<file path="src/rtl/mire_wshb_writer.sv">
// mire_wshb_writer: wishbone master painting a grid test pattern into the framebuffer in raster order.
// Optional MIRE_ONESHOT_EN: paint one frame, then release the bus until rst.
module mire_wshb_writer #(
    parameter int HDISP     = 800,
    parameter int VDISP     = 480,
    parameter int BURST_LEN = 64,
    parameter int GRID      = 16
) (
    input  logic        clk,
    input  logic        rst,
    output logic        cyc,
    output logic        stb,
    output logic        we,
    output logic [31:0] adr,
    output logic [31:0] dat_ms,
    output logic [3:0]  sel,
    output logic [2:0]  cti,
    output logic [1:0]  bte,
    input  logic        ack,
    input  logic        err,
    input  logic        rty,
    input  logic [31:0] dat_sm,
    output logic        frame_done
);
    localparam int XW = HDISP > 1 ? $clog2(HDISP) : 1;
    localparam int YW = VDISP > 1 ? $clog2(VDISP) : 1;
    localparam int BW = BURST_LEN > 1 ? $clog2(BURST_LEN) : 1;
`ifdef MIRE_ONESHOT_EN
    typedef enum logic [1:0] {IDLE, WRITE, PAUSE, DONE} state_t;
`else
    typedef enum logic [1:0] {IDLE, WRITE, PAUSE} state_t;
`endif
    state_t state;
    logic [XW-1:0] x, nx;
    logic [YW-1:0] y, ny;
    logic [BW-1:0] burst_cnt;
    logic acc, last_x, last_y, last, end_burst;
    // err and rty need no handling: without ack nothing advances, so the same word is re-issued
    logic unused_ok;
    assign unused_ok = ^{dat_sm, err, rty};
    assign we  = 1'b1;
    assign sel = 4'hF;
    assign cti = 3'b000;
    assign bte = 2'b00;
    function automatic logic [31:0] pat(input logic [XW-1:0] px, input logic [YW-1:0] py);
        return ((px & XW'(GRID-1)) == '0 || (py & YW'(GRID-1)) == '0 ||
                px == XW'(HDISP-1) || py == YW'(VDISP-1)) ? 32'h00FFFFFF : 32'h0;
    endfunction
    always_comb begin
        acc       = stb & ack;
        last_x    = x == XW'(HDISP-1);
        last_y    = y == YW'(VDISP-1);
        last      = last_x & last_y;
        end_burst = burst_cnt == BW'(BURST_LEN-1) || last;
        nx        = last_x ? '0 : x + 1'b1;
        ny        = last_x ? (last_y ? '0 : y + 1'b1) : y;
    end
    assign frame_done = acc & last;
    always_ff @(posedge clk) begin
        if (rst) begin
            state     <= IDLE;
            cyc       <= 1'b0;
            stb       <= 1'b0;
            adr       <= '0;
            dat_ms    <= pat('0, '0);
            x         <= '0;
            y         <= '0;
            burst_cnt <= '0;
        end else begin
            case (state)
                IDLE, PAUSE: begin
                    state <= WRITE;
                    cyc   <= 1'b1;
                    stb   <= 1'b1;
                end
                WRITE: if (acc) begin
                    x         <= nx;
                    y         <= ny;
                    adr       <= last ? '0 : adr + 32'd4;
                    dat_ms    <= pat(nx, ny);
                    burst_cnt <= end_burst ? '0 : burst_cnt + 1'b1;
                    if (end_burst) begin
                        cyc   <= 1'b0;
                        stb   <= 1'b0;
`ifdef MIRE_ONESHOT_EN
                        state <= last ? DONE : PAUSE;
`else
                        state <= PAUSE;
`endif
                    end
                end
                default: state <= state;
            endcase
        end
    end
endmodule

</file>
<file path="config.mk">
export PLATFORM = sky130hd
export DESIGN_NAME = mire_wshb_writer
export DESIGN_NICKNAME = d
export VERILOG_FILES = /design/src/rtl/mire_wshb_writer.sv
export SDC_FILE = /design/constraint.sdc
export NUM_CORES = 1
export LEC_CHECK = 0
export CAP_MARGIN = 5
export CORE_AREA = 4 4 90 92
export CTS_CLUSTER_DIAMETER = 40
export DETAILED_ROUTE_END_ITERATION = 8
export DIE_AREA = 0 0 94 96
export GPL_TIMING_DRIVEN = 0
export HOLD_SLACK_MARGIN = 0.03
export PLACE_DENSITY = 0.78
export SYNTH_ARGS = -nofsm -noshare
export SYNTH_HDL_FRONTEND = slang
export SYNTH_SLANG_ARGS = --single-unit
export TNS_END_PERCENT = 100
</file>
<file path="constraint.sdc">
create_clock -name clk -period 5.1 [get_ports clk]
set_clock_uncertainty 0.05 [all_clocks]
set_input_delay 1.02 -clock clk [delete_from_list [all_inputs] [get_ports clk]]
set_output_delay 1.02 -clock clk [all_outputs]
set_load 0.005 [all_outputs]
</file>
### After elaboration in Yosys (flattened, before gate mapping)

Cells that the tools add are included.

* bits in registers: 92
* input bits: 37
* output and inout bits: 77
* word-level logic and storage cells: 46

* add/sub/neg operators: 4
* equality and inequality tests: 9
* mux-type cells: 12
* bitwise gates (word level): 3
* reduce and logical (&&, ||, !) cells: 11

Operators by type and width (number)
* $add A32 B3 Y32 const B: 1
* $mux W32: 1
* $mux W24: 1
* $eq A10 B10 Y1 const B: 2
* $eq A9 B9 Y1 const B: 2
* $mux W9: 2
* $add A10 B1 Y10 const B: 1
* $logic_not A10 Y1: 1
* $mux W10: 1
* $add A9 B1 Y9 const B: 1
* $logic_not A9 Y1: 1
* $add A6 B1 Y6 const B: 1
* $eq A6 B6 Y1 const B: 1
* $mux W6: 1
* $logic_or A1 B1 Y1: 4
* $mux W2: 2
* $ne A2 B2 Y1 const B: 2
* $pmux W2 S2: 1
* $and A1 B1 Y1: 3
* $reduce_and A3 Y1: 1
* $eq A2 B1 Y1 const B: 1
* $eq A2 B2 Y1 const B: 1
* $logic_not A2 Y1: 1
* $mux W1: 2
* 4 further kinds: 4

### Longest topological paths before layout

Gate-level depths: netlist of run 1.

* depth in word-level cells: 8
* gate-level depth with buffers: 8
* depth with buffers taken out: 7

### Worst setup path before layout of run 1

No wires, ideal clock.

* path kind: reg-to-output
* from: register x[1]
* to: output frame_done
* arrival: 1.866 ns
* required time: 4.030 ns
* path slack: 2.164 ns
* cell stages (with the launch flop): 7
* path buffers: 1
* path through: dfxtp_1 > ha_1 > nand4_1 > or3_1 > buf_6 > nor3_1 > and3_1

* cells in the longest elaborated chain, start to end: 3

RTL lines
* from (decl): line 34 `logic [XW-1:0] x, nx;`
* from (signal assigned): line 77 `x <= nx;`
* $eq A10 B10 Y1: line 51 `last_x = x == XW'(HDISP-1);`
* $and A1 B1 Y1: line 53 `last = last_x & last_y;`
* $and A1 B1 Y1: line 58 `assign frame_done = acc & last;`
* to (decl): line 23 `output logic frame_done`

Every way passes these cells.

### Final worst setup path of run 1

Same ends and word-level chain as after synthesis.

==> metrics.md, run 1 <==
| Metric | Value |
|---|---|
| Status | `finished clean` |
| Dpl hpwl | `5.361 mm` |
| Routed WL | `7.372 mm` |
| Switch Pwr | `0.0002235 W` |
| Crit share post-route | `82.79%` |
| Number of DRC markers in iteration 0 | `75` |
| Final GP Congestion | `0.9355` |
| Core box area | `7214 µm²` |
| RSZ-0062 raised after global routing | `no` |
| CP Buf/Inv Count | `2` |
| Top cells by area, synth | `dfxtp_1, buf_4, xor2_1` |
| Normalized max-slew margin | `48.93%` |
| Worst path required time | `4.03 ns` |
| Yosys reg bits | `58` |
| Hold WS | `0.4384 ns` |
| Placed Cells | `567` |
| Syn_area_per_cell | `8.177 µm²` |
| Post-Synthesis Cells | `392` |
| Ant diodes | `0` |
| Drt wl/cell | `12.67 µm` |
| Post-place instance area | `3978 µm²` |
| EDFF count, synth | `0` |
| FF-to-FF End | `dat_ms[22]` |
| Sum Neg Setup Slack | `0 ns` |
| Worst-Margin Slew | `0.7632 ns` |
| Post-Layout Cell Count | `582` |
| WP depth | `7` |
| CTS tree | `yes` |
| Initial antenna violation count | `0` |
| Peak VDD IR | `0.0001207 V` |
| Post-synth top area share | `36.22%` |
| Area delta synth->final | `30.09%` |
| Final #Nets | `521` |
| Post-route setup slack | `0.8776 ns` |
| Resize count post-CTS | `0` |
| Worst-path clk slew | `0.06 ns` |
| Clock share of power | `44.3%` |
| Depth of the CTS H-tree | `3` |
| Logic pwr share | `6.8%` |
| Crit path DAT | `3.15 ns` |
| Pre-CTS WS | `1.271 ns` |
| Seq/Total Area, Yosys | `36.22%` |
| Most used flip-flop cell after synthesis | `dfxtp_1` |
| Bufs on Longest Clock Path | `2` |
| Post-route cell area | `4170 µm²` |
| Worst-Skew Late Latency | `0.35 ns` |
| Vias in the first global route | `2640` |
| Port buffer count | `58` |
| CTS root buf | `clkbuf_8` |
| Crit. Startpoint | `x[1]` |
| First-pass GRT wire length | `12.00 mm` |
| Cts bufs inserted | `9` |
| R2r startpoint | `x[1]` |
| Final hold violations | `0` |
| Cell Chain, Critical Path | `ha_1 > nand4_1 > or3_1 > buf_6 > nor3_1 > and3_1 > clkdlybuf4s50_1` |
| Hold Crit Start | `burst_cnt[5]` |
| DR pass1 iterations | `4` |
| Die height | `96 µm` |
| Final Critical Period | `4.222 ns` |
| Fmax | `236.8 MHz` |
| Worst Setup EP | `frame_done` |
| Final setup violation count | `0` |
| Count of cell types in the netlist | `50` |
| Initial Utilization | `44.43%` |
| DRC violations left | `0` |
| Max Slew Vio Count | `0` |
| Crit start category | `flop` |
| Leak Pwr | `1.640 nW` |
| Critical path capture point type | `primary output` |
| Sequential power share | `48.9%` |
| DIE WIDTH | `94 µm` |
| Largest net degree at the start of global routing | `26` |
| Io pins | `114` |
| Cell Pwr Density | `227.6 nW/µm²` |
| Yosys Warn Count | `0` |
| Crit Path Category | `flop to primary output` |
| Asr flop ratio synth | `0%` |
| Num Clock Sinks | `58` |
| Yosys top cell by area | `dfxtp_1` |
| Critical Path Slowest Stage Cell | `clkdlybuf4s50_1` |
| Number of routed nets with antenna violations | `0` |
| DR vias | `2887` |
| Largest delay contributor family on the critical path | `simple AND/OR/NAND/NOR gates` |
| Worst R2R Setup Slack | `2.52 ns` |
| Synthesized area | `3206 µm²` |
| Internal power | `0.0007255 W` |
| HP Class | `flop to flop` |
| Max incr delay on CP | `0.51 ns` |
| Switching Fraction | `23.55%` |
| Total GRT Usage | `16.44%` |
| CP max FO | `9` |
| Layout cells sized above 1 | `15.32%` |
| Post-CTS Setup Inserts | `0` |
| Drt via density | `4.960` |
| Hold-fix buffers, CTS | `0` |
| Die area | `9024 µm²` |
| Max-cap viol count | `0` |
| Worst reg2reg path depth | `8` |
| Grt total ovfl | `0` |
| Core Rows | `31` |
==> synth_stat cells (all sizes together), types with 2 or more instances <==
cell     n
nand4   16
a21oi   20
a31oi    3
buf     53
o21ai   10
o31ai    2
inv      5
nand2b   2
xor2    32
and4     3
a211o    2
nand3   20
a211oi   2
dfxtp   58
nor4     4
clkbuf   7
and3    10
nor3    13
or3      6
ha       5
nor2    58
conb     2
nand3b   2
nand4b   2
nand2   31
a311oi   3
xnor2    6
==> sequential cells by signal, summed over array words and instances, names as in the netlist <==
name / cells
dat_ms: 1
x: 10
adr: 30
y: 9
state: 2
burst_cnt: 6
==> per-layer routing <==
metal | up-vias | wire length (µm) | track usage, %
met5 | - | 0 | 0
met4 | 0 | 211 | 8.424
met3 | 17 | 453 | 3.753
met2 | 93 | 3429 | 26.73
met1 | 1314 | 3278 | 20.38
li1 | 1463 | - | -
==> stage by stage <==
step	power [W]	util, %
2_1_floorplan	0.0005153	-
3_3_place_gp	0.0005358	55.13
5_1_grt	0.0009797	57.80
4_1_cts	0.0009512	57.80
6_report	0.0009490	57.80
3_5_place_dp	0.0005372	55.13
==> logic make-up (layout without fill, tap and decap cells) <==
group / count (synthesis) / in the layout / share of synthesized area (%)
compound gates: 50 / 50 / 9.602
xor+xnor: 38 / 38 / 10.38
fa+ha+maj: 5 / 5 / 1.952
buf+inv: 65 / 138 / 13.58
flops: 58 / 58 / 36.22
mux: 1 / 1 / 0.3123
other cells: 2 / 20 / 0.2343
simple gates: 173 / 173 / 27.71
==> worst min-delay path, delay by kind of cell, from the launching register on <==
family         cells  cell delay (ns)
flip-flops         1             0.31
AO/OA/AOI/OAI      2             0.13
==> worst min-delay path by stage <==
stage | to | slack (ns) | cells past startpoint
3_5_place_dp | burst_cnt[5] | 0.43 | 2
5_1_grt | burst_cnt[1] | 0.47 | 2
3_3_place_gp | burst_cnt[1] | 0.41 | 2
6_report | burst_cnt[5] | 0.44 | 2
4_1_cts | burst_cnt[5] | 0.44 | 2
2_1_floorplan | burst_cnt[1] | 0.40 | 2
==> cell type report <==
class	count	area [µm²]
buffer	60	416.7
clock inverter	5	55.05
sequential	58	1161
tap	99	123.9
fill	649	3044
inverter	5	18.77
clock buffer	10	137.6
timing repair buffer	58	580.6
multi-input combinational	287	1677
==> layout by cell type (no fill, tap or decap), types with 3 or more instances in the layout <==
cell type and count:
clkdlybuf4s50_1 58, inv_1 5, nor3_1 10, nand3_1 20
a311oi_1 3, xnor2_1 6, a21oi_1 20, o21ai_0 9
or3_1 5, buf_4 45, nand2_1 31, buf_2 6
and3_1 10, clkbuf_1 7, ha_1 5, xor2_1 32
dfxtp_1 58, nor2_1 58, clkbuf_8 10, a31oi_1 3
and4_1 3, conb_1 20, nand4_1 16
==> power by group through the flow <==
stage               Clock (W)  Combinational [W]  Sequential (W)
detailed placement          0          0.0000629        0.000474
global route         0.000444          0.0000708        0.000465
finish               0.000421          0.0000642        0.000464
floorplan                   0          0.0000424        0.000473
global placement            0          0.0000617        0.000474
CTS                  0.000424          0.0000633        0.000464
No activity file was read; power rests on OpenSTA's default activity.
==> run 2, diff against run 1 <==
--- a/config.mk
+++ b/config.mk
@@ -6,13 +6,13 @@
 export NUM_CORES = 1
 export LEC_CHECK = 0
 export CAP_MARGIN = 5
-export CORE_AREA = 4 4 90 92
+export CORE_AREA = 4 4 94 96
 export CTS_CLUSTER_DIAMETER = 40
 export DETAILED_ROUTE_END_ITERATION = 8
-export DIE_AREA = 0 0 94 96
+export DIE_AREA = 0 0 98 100
 export GPL_TIMING_DRIVEN = 0
 export HOLD_SLACK_MARGIN = 0.03
-export PLACE_DENSITY = 0.78
+export PLACE_DENSITY = 0.75
 export SYNTH_ARGS = -nofsm -noshare
 export SYNTH_HDL_FRONTEND = slang
 export SYNTH_SLANG_ARGS = --single-unit
==> constraint.sdc (replaced) <==
create_clock -name clk -period 3.8 [get_ports clk]
set_clock_uncertainty 0.05 [all_clocks]
set_input_delay 0.76 -clock clk [delete_from_list [all_inputs] [get_ports clk]]
set_output_delay 0.76 -clock clk [all_outputs]
set_load 0.005 [all_outputs]
==> run 2 against run 1 <==
Effect of this change: sequential share of layout area shrank 0.21 points; flip-flop and latch count is the same; critical path depth is the same; final area grew 0.75%; via count grew 0.28%; total power grew 36%; register-to-register slack lost 1.2 ns; first-iteration DRC count grew 87%; clock power grew 38%; cell count grew 1.4%; die area grew 8.6%; core utilization shrank 5.6 points; largest cell class unchanged.
==> metrics.md, run 2 (same netlist as run 1, synthesis figures left out) <==
| Metric | Value |
|---|---|
| Leak Pwr | `1.645 nW (was 1.640 nW)` |
| Initial Utilization | `39.81% (was 44.43%)` |
| Switch Pwr | `0.0003088 W (was 0.0002235 W)` |
| Fmax | `279.6 MHz` |
| Ant diodes | `0 (unchanged)` |
| Final Critical Period | `3.577 ns` |
| Normalized max-slew margin | `45.28% (was 48.93%)` |
| Post-route setup slack | `0.2229 ns (was 0.8776 ns)` |
| Peak VDD IR | `0.0002335 V (was 0.0001207 V)` |
| DRC violations left | `0 (unchanged)` |
| Drt via density | `4.907 (was 4.960)` |
| Commonest non-fill, non-tap cells in the layout | `nor2_1, dfxtp_1, clkdlybuf4s50_1, buf_4, xor2_1 (unchanged)` |
| FF-to-FF End | `adr[8] (was dat_ms[22])` |
| Worst-Skew Late Latency | `0.34 ns (was 0.35 ns)` |
| Logic pwr share | `6.6% (was 6.8%)` |
| Pre-CTS WS | `0.2450 ns (was 1.271 ns)` |
| Worst reg2reg path depth | `8 (unchanged)` |
| Max Slew Vio Count | `0 (unchanged)` |
| Cell Pwr Density | `306.6 nW/µm² (was 227.6 nW/µm²)` |
| Max-cap viol count | `0 (unchanged)` |
| Crit. Startpoint | `x[1] (unchanged)` |
| Number of DRC markers in iteration 0 | `140 (was 75)` |
| CP Buf/Inv Count | `2 (unchanged)` |
| Final GP Congestion | `0.9386 (was 0.9355)` |
| Cts bufs inserted | `9 (unchanged)` |
| Clock share of power | `45.0% (was 44.3%)` |
| Sum Neg Setup Slack | `0 ns (unchanged)` |
| Io pins | `114 (unchanged)` |
| Bufs on Longest Clock Path | `2 (unchanged)` |
| Worst-Margin Slew | `0.8177 ns (was 0.7632 ns)` |
| Final hold violations | `0 (unchanged)` |
| Worst path required time | `2.99 ns (was 4.03 ns)` |
| Die area | `9800 µm² (was 9024 µm²)` |
| Grt total ovfl | `0 (unchanged)` |
| DR vias | `2895 (was 2887)` |
| Core Rows | `33 (was 31)` |
| Final setup violation count | `0 (unchanged)` |
| Crit Path Category | `flop to primary output (unchanged)` |
| Crit share post-route | `94.13%` |
| Internal power | `0.0009793 W (was 0.0007255 W)` |
| Worst R2R Setup Slack | `1.35 ns (was 2.52 ns)` |
| Routed WL | `7.286 mm (was 7.372 mm)` |
| Hold Crit Start | `burst_cnt[5] (unchanged)` |
| DIE WIDTH | `98 µm (was 94 µm)` |
| Layout cells sized above 1 | `15.88% (was 15.32%)` |
| Number of routed nets with antenna violations | `0 (unchanged)` |
| Top reg by flops | `adr (unchanged)` |
| Total GRT Usage | `14.90% (was 16.44%)` |
| Crit path DAT | `2.77 ns (was 3.15 ns)` |
| CTS tree | `yes (unchanged)` |
| Biggest regs | `adr (30), x (10), y (9) (unchanged)` |
| Hold Path Sink | `burst_cnt[5] (unchanged)` |
| Die height | `100 µm (was 96 µm)` |
| Critical Path Slowest Stage Cell | `clkdlybuf4s50_1 (unchanged)` |
| Final #Nets | `522 (was 521)` |
| Dpl hpwl | `5.337 mm (was 5.361 mm)` |
| RSZ-0062 raised after global routing | `no (unchanged)` |
| Port buffer count | `58 (unchanged)` |
| First-pass GRT wire length | `12.10 mm (was 12.00 mm)` |
| Cell Chain, Critical Path | `ha_1 > nand4_1 > or3_1 > buf_6 > nor3_2 > and3_1 > clkdlybuf4s50_1 (was ha_1 > nand4_1 > or3_1 > buf_6 > nor3_1 > and3_1 > clkdlybuf4s50_1)` |
| Switching Fraction | `23.97% (was 23.55%)` |
| Hold Path Cell Cnt | `2 (unchanged)` |
| CP max FO | `9 (unchanged)` |
| Core box area | `8051 µm² (was 7214 µm²)` |
| Sequential power share | `48.4% (was 48.9%)` |
| Vias in the first global route | `2636 (was 2640)` |
| Number of flip-flops in the largest register | `30 (unchanged)` |
| Area delta synth->final | `31.07% (was 30.09%)` |
| Critical path capture point type | `primary output (unchanged)` |
| HP Class | `flop to flop (unchanged)` |
| WP depth | `7 (unchanged)` |
| Depth of the CTS H-tree | `3 (unchanged)` |
| DR pass1 iterations | `5 (was 4)` |
| Largest delay contributor family on the critical path | `simple AND/OR/NAND/NOR gates (unchanged)` |
| Worst-path clk slew | `0.07 ns (was 0.06 ns)` |
| Largest net degree at the start of global routing | `26 (unchanged)` |
| CTS root buf | `clkbuf_8 (unchanged)` |
| Crit start category | `flop (unchanged)` |
| Total power | `0.001288 W (was 0.0009490 W)` |
| Max incr delay on CP | `0.51 ns (about the same)` |
| Num Clock Sinks | `58 (unchanged)` |
| Drt wl/cell | `12.35 µm (was 12.67 µm)` |
| Hold-fix buffers, CTS | `0 (unchanged)` |
| R2r startpoint | `x[6] (was x[1])` |
| Status | `finished clean (unchanged)` |
| Initial antenna violation count | `0 (unchanged)` |
## run 2: changes by cell type in the layout (fill, tap and decap cells not counted)
cell / change
nor3_2: +1
clkinvlp_4: +1
clkinv_4: +1
clkinv_2: -1
buf_4: +1
nor3_1: -1
## run 2: metal layers
layer	share of wire [%]	vias up	GRT usage, %
met1	47	1332	19.21
li1	-	1462	-
met3	5.8	11	3.614
met4	1.8	0	6.070
met5	0	-	0
met2	46	90	24.03
## run 2: layout make-up
cell class	instances	area (µm²)
clock inverters	6	66.31
plain buffers	60	416.7
fillers	739	3850
repair buffers	59	588.1
clock buffers	10	137.6
multi-input cells	287	1682
flip-flops and latches	58	1161
inverters	5	18.77
well taps	105	131.4
## run 2: how the worst max path moves through the flow
stage / endpoint / slack, ns
finish: frame_done / 0.22
global route: frame_done / 0.08
CTS: frame_done / 0.22
detailed placement: frame_done / 0.25
global placement: frame_done / 0.25
floorplan: frame_done / 1.12
## run 2: timing repair
item,in CTS,in global routing
setup buffers,1,0
resized for setup,1,0
endpoints found under the setup margin,1,0
## run 2: worst reg2reg max path: cells and delay by family, from the launching register on
| kind | cells | cell delay (ns) |
|---|---|---|
| simple gates | 4 | 1.17 |
| buf+inv | 3 | 0.59 |
| compound gates | 1 | 0.23 |
| flops | 1 | 0.29 |
## run 2: power by group through the flow
stage          Combinational, W  Clock, W  Sequential (W)
6_report              0.0000851  0.000580        0.000623
5_1_grt               0.0000937  0.000615        0.000625
4_1_cts               0.0000849  0.000592        0.000623
3_5_place_dp          0.0000845         0        0.000637
3_3_place_gp          0.0000835         0        0.000636
2_1_floorplan         0.0000569         0        0.000635
## run 2: stage by stage
stage          hold WS [ns]  cells  utilization, %  instance area [µm²]
6_report             0.4376    590           52.18                 4202
5_1_grt              0.4731    590           52.18                 4202
4_1_cts              0.4405    590           52.18                 4202
3_5_place_dp         0.4297    573           49.49                 3985
3_3_place_gp         0.4146    573           49.49                 3985
2_1_floorplan        0.4037    410               -                 3273
